[config.mk]
export PLATFORM = sky130hd
export DESIGN_NAME = cond_unit_banked
export DESIGN_NICKNAME = d
export VERILOG_FILES = /design/src/rtl/cond_unit_banked.sv
export SDC_FILE = /design/constraint.sdc
export NUM_CORES = 1
export LEC_CHECK = 0
export ABC_AREA = 1
export CAP_MARGIN = 20
export CORE_MARGIN = 3
export CORE_UTILIZATION = 30
export DETAILED_ROUTE_END_ITERATION = 7
export SETUP_SLACK_MARGIN = 0.4
export SYNTH_ARGS = -nofsm -noshare
export SYNTH_HDL_FRONTEND = slang
export SYNTH_SLANG_ARGS = --single-unit
[constraint.sdc]
create_clock -name CLK -period 2.55 [get_ports CLK]
set_input_delay 0.51 -clock CLK [delete_from_list [all_inputs] [get_ports CLK]]
set_output_delay 0.51 -clock CLK [all_outputs]
set_load 0.005 [all_outputs]
[src/rtl/cond_unit_banked.sv]
// rtl/cond_unit_banked.sv - banked NZCV flag register with ARM condition evaluation and write-enable gating
module cond_unit_banked #(
    parameter int NUM_BANKS = 2,
    parameter int BANK_W    = 1,
    parameter bit NV_NEVER  = 1'b1,
    parameter bit REG_OUT   = 1'b0
) (
    input  logic              CLK,
    input  logic              Reset,
    input  logic [BANK_W-1:0] BankSel,
    input  logic              PCS,
    input  logic              RegW,
    input  logic              MemW,
    input  logic              NoWrite,
    input  logic [1:0]        FlagW,
    input  logic [3:0]        Cond,
    input  logic [3:0]        ALUFlags,
    input  logic              Stall,
    input  logic              Flush,
    input  logic              Hold,
    input  logic              FlagWrEn,
    input  logic [3:0]        FlagWrData,
    output logic              PCSrc,
    output logic              RegWrite,
    output logic              MemWrite,
    output logic              CondEx,
    output logic [3:0]        Flags,
    output logic              C
);

    logic [NUM_BANKS-1:0][3:0] r_flags;
    logic                      r_condex_lat;
    logic [31:0]               w_bank_idx;
    logic [3:0]                w_flags;
    logic                      w_n, w_z, w_c, w_v;
    logic                      w_condex_raw;
    logic                      w_condex_eff;
    logic                      w_pcsrc;
    logic                      w_regwrite;
    logic                      w_memwrite;

    // Out-of-range bank selects fall back to bank 0.
    always_comb begin
        w_bank_idx = 32'(BankSel);
        if (w_bank_idx >= 32'(NUM_BANKS)) begin
            w_bank_idx = '0;
        end
        w_flags = r_flags[0];
        for (int b = 1; b < NUM_BANKS; b++) begin
            if (w_bank_idx == 32'(b)) begin
                w_flags = r_flags[b];
            end
        end
    end

    assign {w_n, w_z, w_c, w_v} = w_flags;

    always_comb begin
        w_condex_raw = 1'b0;
        case (Cond)
            4'h0: w_condex_raw = w_z;
            4'h1: w_condex_raw = ~w_z;
            4'h2: w_condex_raw = w_c;
            4'h3: w_condex_raw = ~w_c;
            4'h4: w_condex_raw = w_n;
            4'h5: w_condex_raw = ~w_n;
            4'h6: w_condex_raw = w_v;
            4'h7: w_condex_raw = ~w_v;
            4'h8: w_condex_raw = w_c & ~w_z;
            4'h9: w_condex_raw = ~w_c | w_z;
            4'hA: w_condex_raw = (w_n == w_v);
            4'hB: w_condex_raw = (w_n != w_v);
            4'hC: w_condex_raw = ~w_z & (w_n == w_v);
            4'hD: w_condex_raw = w_z | (w_n != w_v);
            4'hE: w_condex_raw = 1'b1;
            default: w_condex_raw = ~NV_NEVER;
        endcase
    end

    assign w_condex_eff = Hold ? r_condex_lat : w_condex_raw;

    // Enables before the stall gate; the registered path holds on stall instead.
    assign w_pcsrc    = PCS  & w_condex_eff & ~Flush;
    assign w_regwrite = RegW & w_condex_eff & ~NoWrite & ~Flush;
    assign w_memwrite = MemW & w_condex_eff & ~Flush;

    always_ff @(posedge CLK or posedge Reset) begin
        if (Reset) begin
            r_flags      <= '0;
            r_condex_lat <= 1'b0;
        end else if (!Stall) begin
            if (!Hold) begin
                r_condex_lat <= w_condex_raw;
            end
            for (int b = 0; b < NUM_BANKS; b++) begin
                if (w_bank_idx == 32'(b)) begin
                    if (FlagWrEn) begin
                        r_flags[b] <= FlagWrData;
                    end else if (w_condex_eff && !Flush) begin
                        if (FlagW[1]) begin
                            r_flags[b][3:2] <= ALUFlags[3:2];
                        end
                        if (FlagW[0]) begin
                            r_flags[b][1:0] <= ALUFlags[1:0];
                        end
                    end
                end
            end
        end
    end

    generate
        if (REG_OUT) begin : g_reg_out
            logic r_pcsrc, r_regwrite, r_memwrite, r_condex;

            always_ff @(posedge CLK or posedge Reset) begin
                if (Reset) begin
                    r_pcsrc    <= 1'b0;
                    r_regwrite <= 1'b0;
                    r_memwrite <= 1'b0;
                    r_condex   <= 1'b0;
                end else if (!Stall) begin
                    r_pcsrc    <= w_pcsrc;
                    r_regwrite <= w_regwrite;
                    r_memwrite <= w_memwrite;
                    r_condex   <= w_condex_eff;
                end
            end

            assign PCSrc    = r_pcsrc;
            assign RegWrite = r_regwrite;
            assign MemWrite = r_memwrite;
            assign CondEx   = r_condex;
        end else begin : g_comb_out
            assign PCSrc    = w_pcsrc    & ~Stall & ~Reset;
            assign RegWrite = w_regwrite & ~Stall & ~Reset;
            assign MemWrite = w_memwrite & ~Stall & ~Reset;
            assign CondEx   = w_condex_eff & ~Reset;
        end
    endgenerate

    assign Flags = w_flags;
    assign C     = w_c;

endmodule

==> metrics.cfg, run 1 <==
[die]
core-area_um2=2810
die_h_um=60.7
die_w_um=60.7
initial_utilization_pct=32.0
ios=34
dieArea_um2=3690
fp-row-count=19

[timing]
fin_crit_ns=2.32
setup_ws_ns=0.231
setup_viol=0
maxSlewHeadroom_pct=70.5
fin_crit_sh_pct=91.0
fmax_mhz=431
worst_pin_slew_ns=0.440
skew_ns=0.00132
tns_ns=0
hold_viol=0
maxSlewViolCount=0
grt_setup_unrepaired=yes

[worst_setup_path]
worst-setup-path-type=in -> out
crit_end=PCSrc
worstSetupStartpointType=primary input
r2r_cells=19
crit_start=Cond[0]
slowest_stage=clkdlybuf4s15_2
crit_arrival_ns=1.81
max_stage_delay_ns=0.23
worstReg2RegStart=r_flags[3]
required_ns=2.04
crit_path_cell_trace=clkdlybuf4s15_2 > inv_2 > nor2_2 > nand2_2 > nand2_1 > nand2_1 > nand3_1 > nor2_2 > nand3_2 > nand3_4 > buf_6 > nor2_2 > buf_2
critPathMaxFanout=3
path_common_cell=nor2_2
r2r-end=r_condex_lat
rrSetupSlack_ns=0.29
cp-end-kind=output port

[synthesis]
synthCells=152
yosysUniqueCellTypes=19
ys_warn_count=0
ys_seq_area_share_pct=25.1
synth_fp_nets=177
syn_area_um2=898
syn_avg_cell_area_um2=5.91
ys_ff_latch=9

[placement]
gp_congestion=0.907
pre_cts_slack_ns=-0.530
port_buffers=33
dpl.hpwl_um=2030

[global_routing]
globalRouteOverflowTotal=0
met2_usage_pct=30.2
grt_use_met3_pct=2.13
grt_busiest_layer=met2
grt_pass1_wl_um=4390
use_met1_pct=15.5
grtUsageTotal_pct=16.1
grt_pass1_vias=1093
grt_antenna_before_repair=0
grt_max_degree=13

[route]
ant_nets=0
drt_iter0_drc=22
routed_wl_um=3000
drt-vias-per-instance=4.81
first_pass_iters=4
vias=1174
wl_per_cell_um=12.3
drc=0

[cts]
hold_buffers=0
cts_tree=yes
cts_buffers=3
cts_sinks=9
cts_root_buffer=clkbuf_4
htreeDepth=1
insertion_delay_ns=0.26
clockBufferDepth=2
clk_pin_slew_ns=0.06

[final_layout]
area_delta_synth_final_pct=84.8
fillCellCount=254
nets=239
drive_gt1_share_pct=44.1
multiInputGateArea_um2=731
diodes=0
seqCellArea_um2=225

[power]
power.density_nw_per_um2=446
power_leakage_nw=0.913
peakVddDrop_v=0.000224

[run]
cap_violations=0

[hold_path]
hold_path.class=reg -> reg

[outcome]
outcome=finished clean

cell families after synthesis:
kind of cell           count (synthesis)  synth area share [%]
flip-flops                             9                  25.1
buffers and inverters                 26                  13.8
AND/OR/NAND/NOR                      114                  59.5
AO/OA/AOI/OAI                          3                  1.67
what timing repair did:
action	4_1_cts	5_1_grt
setup buffers	14	2
endpoints found under the setup margin	13	16
gates resized for setup	63	33
pin swaps	26	16
hold endpoints to repair	0	0
worst min-delay path by stage:
| stage | cells after the start | start | endpoint |
|---|---|---|---|
| finish | 2 | r_flags[6] | r_flags[6] |
| CTS | 2 | r_condex_lat | r_condex_lat |
| floorplan | 1 | Reset | r_condex_lat |
| global placement | 2 | r_condex_lat | r_condex_lat |
| global route | 2 | r_condex_lat | r_condex_lat |
| detailed placement | 2 | r_flags[6] | r_flags[6] |
sequential cells by signal, indices dropped and copies added, names as in the netlist:
name	flops
r_condex_lat	1
r_flags	8
where the power goes:
part           internal (mW)  switching [mW]
logic                  0.221           0.206
clock network         0.0604          0.0510
registers              0.173          0.0287
layout make-up:
cell class                 instances  area share, %
timing repair buffer              62           33.0
tap                               31           2.34
multi-input combinational        117           44.0
clock buffer                       4           1.58
sequential                         9           13.6
inverter                          21           5.50
per-layer routing:
layer | share of wire [%] | vias to the layer above
met4 | 6.0 | 0
met5 | 0 | -
li1 | - | 592
met1 | 36 | 525
met2 | 53 | 40
met3 | 4.8 | 17
worst max-delay path, delay by kind of cell:
kind | cells | cell delay [ns]
and+or+nand+nor | 9 | 0.79
buffers and inverters | 4 | 0.52
cell usage after synthesis:
library cell	number	area [um2]
buf_1	2	7.51
buf_4	1	7.51
buf_6	2	22.5
dfrtp_1	9	225
inv_1	20	75.1
inv_8	1	11.3
nand2_1	63	236
nand2_2	9	56.3
nand2_4	1	11.3
nand3_1	9	45.0
nand3_2	3	30.0
nand3_4	1	17.5
nand4_1	8	50.1
nor2_1	15	56.3
nor2_2	1	6.26
nor4_1	1	6.26
o21ai_0	1	5.00
o21ai_1	2	10.0
or2_2	3	18.8
metrics by stage:
stage,power (mW),utilization [%],hold slack [ns],instances,cell area [um2]
finish,0.740,59.2,0.487,244,1660
global route,0.789,59.2,0.517,244,1660
global placement,0.477,47.3,0.464,224,1330
CTS,0.682,55.2,0.483,242,1550
detailed placement,0.483,47.3,0.468,224,1330
floorplan,0.349,-,0.338,152,898
layout by cell type (no fill, tap or decap), types with 3 or more instances in the layout:
master           synthesis  routed
nand2_1                 63      49
nor2_1                  15       8
inv_2                    0       3
buf_2                    0       4
nand3_1                  9       3
clkbuf_4                 0       3
nand2_2                  9      13
or2_2                    3       3
nand2_4                  1      10
nor2_4                   0       3
nand3_2                  3       8
nand4_1                  8       8
nor2_2                   1       5
buf_4                    1      26
inv_1                   20      17
clkdlybuf4s50_1          0      19
dlymetal6s2s_1           0       3
o21ai_2                  0       3
dfrtp_1                  9       9
buf_6                    2       4
Power figures use the tool's default switching activity.
==> run 2, diff against run 1 <==
REMOVE_ABC_BUFFERS = 1   (was unset)
SLEW_MARGIN = 20   (was unset)
==> metrics.cfg, run 2 (same netlist as run 1, synthesis figures left out) <==
[timing]
maxSlewHeadroom_pct=69.8  ; -0.74 points
skew_ns=0.00409  ; +0.00277 ns
fin_crit_ns=2.34  ; +0.0192 ns
tns_ns=0  ; unchanged
maxSlewViolCount=0  ; unchanged
fmax_mhz=428  ; -0.82%
setup_viol=0  ; unchanged
fin_crit_sh_pct=91.7  ; +0.75 points
grt_setup_unrepaired=yes
worst_pin_slew_ns=0.451  ; +0.0111 ns
hold_viol=0  ; unchanged

[die]
initial_utilization_pct=32.0  ; unchanged
fp-row-count=19  ; unchanged
core-area_um2=2810  ; unchanged
die_w_um=60.7  ; unchanged
dieArea_um2=3690  ; unchanged
ios=34  ; unchanged
die_h_um=60.7  ; unchanged

[placement]
dp.cells=225  ; +0.45%
port_buffers=33  ; unchanged
gp_congestion=0.831  ; -8.4%
dpl.hpwl_um=2020  ; -0.41%

[worst_setup_path]
worstSetupStartpointType=primary input
worst-setup-path-type=in -> out
slowest_stage=nor4_4
max_stage_delay_ns=0.22  ; about the same
crit_arrival_ns=1.83  ; +0.02 ns
cp-end-kind=output port
required_ns=2.04  ; about the same
critPathMaxFanout=8  ; +5
crit_path_cell_trace=buf_6 > buf_8 > clkinv_8 > nand2_2 > nand2_2 > o21ai_1 > inv_1 > nand3_1 > nand2_1 > nand3_2 > nand3_4 > nor4_4 > buf_2
path_common_cell=nand2_2

[power]
power.density_nw_per_um2=435  ; -2.5%
power_frac_seq_pct=29.6  ; +2.3 points
power_leakage_nw=0.852  ; -6.7%
peakVddDrop_v=0.000279  ; +25%
p_sw_share_pct=37.6  ; -0.96 points
p_int_mw=0.416  ; -8.5%
p_comb_share_pct=53.6  ; -4.1 points
clock_power_share_pct=16.8  ; +1.8 points
switchingPower_mw=0.251  ; -12%

[global_routing]
grt_antenna_before_repair=0  ; unchanged
grtUsageTotal_pct=15.2  ; -0.82 points
grt_pass1_wl_um=4190  ; -4.6%
grt_pass1_vias=1031  ; -5.7%
grt_max_degree=13  ; unchanged
globalRouteOverflowTotal=0  ; unchanged

[route]
drt-vias-per-instance=4.71  ; -2.2%
first_pass_iters=4  ; unchanged
ant_nets=0  ; unchanged
drt_iter0_drc=44  ; +100%
wl_per_cell_um=11.4  ; -7.4%
drc=0  ; unchanged
vias=1125  ; -4.2%
routed_wl_um=2720  ; -9.3%

[run]
cap_violations=0  ; unchanged

[hold_path]
hold_path.class=reg -> reg

[final_layout]
layout_commonest_cell=nand2_1
diodes=0  ; unchanged
most-common-layout-cells=nand2_1 (55), buf_4 (23), clkdlybuf4s50_1 (21), inv_1 (18), nor2_1 (10)
area_delta_synth_final_pct=70.9
reg_top3=r_flags (8), r_condex_lat (1)
drive_gt1_share_pct=35.6  ; -8.6 points
largest_reg_flops=8  ; unchanged
largest-register=r_flags
fin_cells=239  ; -2.0%
finish.utilization_pct=54.7  ; -4.5 points
nets=234  ; -2.1%

[cts]
insertion_delay_ns=0.27  ; about the same
cts_sinks=9  ; unchanged
cts_root_buffer=clkbuf_4
cts_tree=yes
hold_buffers=0  ; unchanged
clk_pin_slew_ns=0.06  ; about the same
htreeDepth=1  ; unchanged
clockBufferDepth=2  ; unchanged
cts_buffers=3  ; unchanged

[outcome]
outcome=finished clean

run 2: final cells by class:
cell class / instances / area (um2)
fill: 282 / 1270
multi-input combinational: 117 / 671
timing repair buffer: 57 / 483
sequential: 9 / 225
inverter: 21 / 91.3
tap: 31 / 38.8
clock buffer: 4 / 26.3
run 2: worst max-delay path: cells and delay by family:
kind / cells / cell delay (ns)
buffers and inverters: 5 / 0.51
and+or+nand+nor: 7 / 0.70
AOI/OAI and AO/OA: 1 / 0.12
run 2: timing repair:
item / CTS / global route
resized for setup: 51 / 26
setup endpoints to repair: 17 / 6
setup buffers: 4 / 6
pin swaps: 11 / 19
run 2: per-stage QoR:
step	setup WS, ns	power [mW]	cell area (um2)	hold WS [ns]
6_report	0.211	0.667	1540	0.488
5_1_grt	0.101	0.721	1540	0.515
4_1_cts	0.277	0.609	1410	0.481
3_5_place_dp	-0.529	0.484	1340	0.462
3_3_place_gp	-0.462	0.478	1340	0.469
2_1_floorplan	0.666	0.337	861	0.338
run 2: path summary, 6_finish.rpt:
kind / from / endpoint / slack, ns / depth (start not counted)
min in group asynchronous: Reset / r_flags[1] / 0.56 / 2
worst min register to register: r_condex_lat / r_condex_lat / 0.49 / 2
worst max register to register: r_flags[7] / r_flags[2] / 0.52 / 17
worst min-delay path: r_condex_lat / r_condex_lat / 0.49 / 2
worst max-delay path: BankSel / RegWrite / 0.21 / 13
max in group asynchronous: Reset / r_flags[3] / 1.74 / 2
run 2: layer usage:
metal  track usage, %  vias to the layer above  part of all wire, %
met2             26.9                       30                   53
met3             2.55                        5                  4.5
met4             8.67                        0                  1.6
met1             17.2                      509                   41
li1                 -                      581                    -
met5                0                        -                    0
run 2: power groups by stage:
stage	Combinational (mW)	Clock [mW]	Sequential [mW]
detailed placement	0.285	0	0.198
CTS	0.303	0.110	0.196
global placement	0.280	0	0.198
finish	0.358	0.112	0.197
floorplan	0.146	0	0.191
global route	0.392	0.128	0.200
==> patch 1: new RTL, flow settings as in run 1 <==
`NUM_BANKS`: 2 -> 1.
--- a/src/rtl/cond_unit_banked.sv
+++ b/src/rtl/cond_unit_banked.sv
@@ -1,5 +1,5 @@
 // rtl/cond_unit_banked.sv - banked NZCV flag register with ARM condition evaluation and write-enable gating
 module cond_unit_banked #(
-    parameter int NUM_BANKS = 2,
+    parameter int NUM_BANKS = 1,
     parameter int BANK_W    = 1,
     parameter bit NV_NEVER  = 1'b1,
Function: changed (a bounded check fails within 4 cycles, from zero or initial values and one cycle with Reset high).
==> patch 1 against run 1 <==
- setup slack better by 150 ps
- synthesized cell count fell by 27%
- critical path type unchanged
- cell area shrank 31%
- total power down 40%
- via count shrank 30%
- routed wire length decreased by 39%
- sequential cell count down 4
- critical path depth fell by 1
- synthesized area shrank 31%
- register-to-register slack improved by 590 ps
- sequential share of layout area fell by 2.4 points
==> patch 1: results (changes against run 1) <==
r2r-end: "Flags[1]$_DFFE_PP0P_"
placed_area_sq_um: 988  # -26%
ff2ff_path_depth: 14  # -5
largest_register_ffs: 4  # -4
layout.nets: 183  # -23%
p_clk_frac: 0.197  # +0.047
synth_common_cells: "nand2_1, inv_1, nor2_1, nand3_1, dfrtp_1"
relSlewSlack: 0.867  # +0.162
grt_use_total: 0.148  # -0.0123
hold_end: "r_condex_lat$_DFFE_PP0N_"
holdWs_ps: 482  # -5.43 ps
crit_start: "Cond[2]"
viasPerCell: 4.48  # -6.8%
placed_cells: 170  # -24%
clk_latency_ps: 230  # -30 ps
worst_ep_arrival_time_ps: 1660  # -150 ps
fin_skew_ps: 3.05  # +1.73 ps
max_stage_delay_ps: 150  # -80 ps
status: "complete, no violations"
grt_pass1_wl_microns: 2950  # -33%
power_leakage_nw: 0.581  # -36%
hold_start: "r_condex_lat$_DFFE_PP0N_"
path_max_fanout: 5  # +2
grt_pass1_vias: 750  # -31%
power_density_nw_per_um2: 389  # -13%
avgSynthCellArea_sq_um: 5.58  # -5.6%
comb_power_uw: 245  # -43%
patch 1: cell count changes after synthesis, sizes merged, moves of 3 or more:
cell	run 1	this run
buf	5	2
dfrtp	9	5
inv	21	17
nand2	73	50
nand3	13	9
nand4	8	5
patch 1: worst max path at each step:
stage                     endpoint  cells past startpoint  slack, ps
after floorplan           RegWrite                     10        630
after global placement    RegWrite                     11       -410
after detailed placement  RegWrite                     11       -430
after CTS                 RegWrite                     12        360
after global routing      RegWrite                     12        240
final                     RegWrite                     12        380
patch 1: cells by family (layout without fill, tap and decap cells):
kind of cell	after synthesis	count (layout)
simple gates	84	84
buf+inv	19	65
flops	5	5
compound gates	3	3
patch 1: what timing repair did:
| item | 4_1_cts | 5_1_grt |
|---|---|---|
| pin swaps | 11 | 9 |
| gates resized for setup | 62 | 6 |
| setup buffers | 7 | 1 |
| endpoints found under the hold margin | 0 | 0 |
| endpoints found under the setup margin | 4 | 4 |
patch 1: per-stage QoR:
stage | setup slack (ps) | utilization
finish | 381 | 0.622
global route | 243 | 0.622
CTS | 361 | 0.604
detailed placement | -430 | 0.537
global placement | -406 | 0.537
floorplan | 634 | -
patch 1: area by class of cell:
| type | instances | area [sq um] | area share |
|---|---|---|---|
| inverter | 17 | 66.3 | 0.0580 |
| clock buffer | 4 | 26.3 | 0.0230 |
| tap | 25 | 31.3 | 0.0274 |
| sequential | 5 | 128 | 0.112 |
| multi-input combinational | 87 | 489 | 0.428 |
| timing repair buffer | 44 | 403 | 0.352 |
patch 1: per-layer routing:
metal	up-vias	wire [microns]	GRT usage
met4	0	27	0.0655
met5	-	0	0
met2	21	973	0.275
met3	4	112	0.0437
li1	434	-	-
met1	357	729	0.150
==> patch 2: new RTL, config.mk and constraints of run 1 <==
Without the edit above. Register the output `Flags`, without a reset; this adds one clock of latency there. The other outputs are not delayed to match.
--- a/src/rtl/cond_unit_banked.sv
+++ b/src/rtl/cond_unit_banked.sv
@@ -140,5 +140,7 @@
     endgenerate
 
-    assign Flags = w_flags;
+    always_ff @(posedge CLK) begin
+        Flags <= w_flags;
+    end
     assign C     = w_c;
 
Function: changed (a bounded check fails within 4 cycles, from zero or initial values and one cycle with Reset high).
==> patch 2 against run 1 <==
- combinational power fell by 25%
- sequential share of layout area increased by 6.3 points
- routed wire length down 18%
- cell area is 7.2% lower
- clock power increased by 11%
- sequential cell count is 4 higher
- synthesized area grew 8.1%
- register-to-register slack improved by 270 ps
- setup slack better by 71 ps
- total power is 2.8% lower
==> patch 2: results (changes against run 1) <==
status: "complete, no violations"
synth_compound_area_frac: 0.0155  # -0.00125
worst_ep_arrival_time_ps: 1740  # -70 ps
grt_pass1_wl_microns: 4170  # -4.9%
clock_area_frac: 0.0171  # +0.00123
worstReg2RegStart: "r_flags[4]$_DFFE_PP0P_"
layout.nets: 228  # -4.6%
nFillCells: 319  # +26%
final_cells: 246  # +0.82%
syn_nets: 180  # +1.7%
power_leakage_nw: 0.801  # -12%
grt_pass1_vias: 1051  # -3.8%
path_max_fanout: 8  # +5
peakVddDrop_mv: 0.145  # -35%
place_ws_ps: -519  # +10.8 ps
n_all_buffers: 47  # -24%
avgSynthCellArea_sq_um: 6.26  # +6.0%
viasPerCell: 4.33  # -10%
grtUsageMet3: 0.0378  # +0.0165
synth.area.top_cells: "nand2_1, dfrtp_1, dfxtp_1"
postCtsSetupBuffers: 3  # -11
reg.largest.list: "r_flags: 8 flops, Flags: 4 flops, r_condex_lat: 1 flops"
drive_above_1_share: 0.317  # -0.124
placed_area_sq_um: 1390  # +5.0%
slowest_stage: "buf_8"
relSlewSlack: 0.717  # +0.0121
fin_skew_ps: 2.46  # +1.14 ps
ys_ff_latch: 13  # +4
wl_met2_microns: 1290  # -19%
power_density_nw_per_um2: 467  # +4.7%
clock_buffers: 4  # unchanged
placed_cells: 237  # +5.8%
grt_use_total: 0.128  # -0.0322
hold_start: "r_flags[2]$_DFFE_PP0P_"
taps: 44  # +42%
clkSlewWorstSetupHoldPaths_ps: 80  # +20 ps
crit_start: "BankSel"
buf_share: 0.271  # -0.0596
met1_usage: 0.138  # -0.0172
synth_top_area_share: 0.244  # -0.0197
drtIter0Drc: 43  # +95%
## patch 2: changes by cell type after synthesis
| cell | change |
|---|---|
| buf_4 | -1 |
| dfxtp_1 | +4 |
## patch 2: final timing paths
check | end | cells after the start | slack (ps)
worst max register to register | r_flags[3]$_DFFE_PP0P_ | 17 | 560
worst min register to register | r_flags[2]$_DFFE_PP0P_ | 2 | 480
worst min-delay path | r_flags[2]$_DFFE_PP0P_ | 2 | 480
min in group asynchronous | r_flags[2]$_DFFE_PP0P_ | 2 | 560
max in group asynchronous | r_flags[4]$_DFFE_PP0P_ | 2 | 1750
worst max-delay path | MemWrite | 14 | 300
## patch 2: power by group
part | total, mW | switching [mW] | internal, mW
Sequential | 0.275 | 0.0266 | 0.248
Clock | 0.123 | 0.0626 | 0.0605
Combinational | 0.321 | 0.162 | 0.159
Total | 0.719 | 0.251 | 0.468
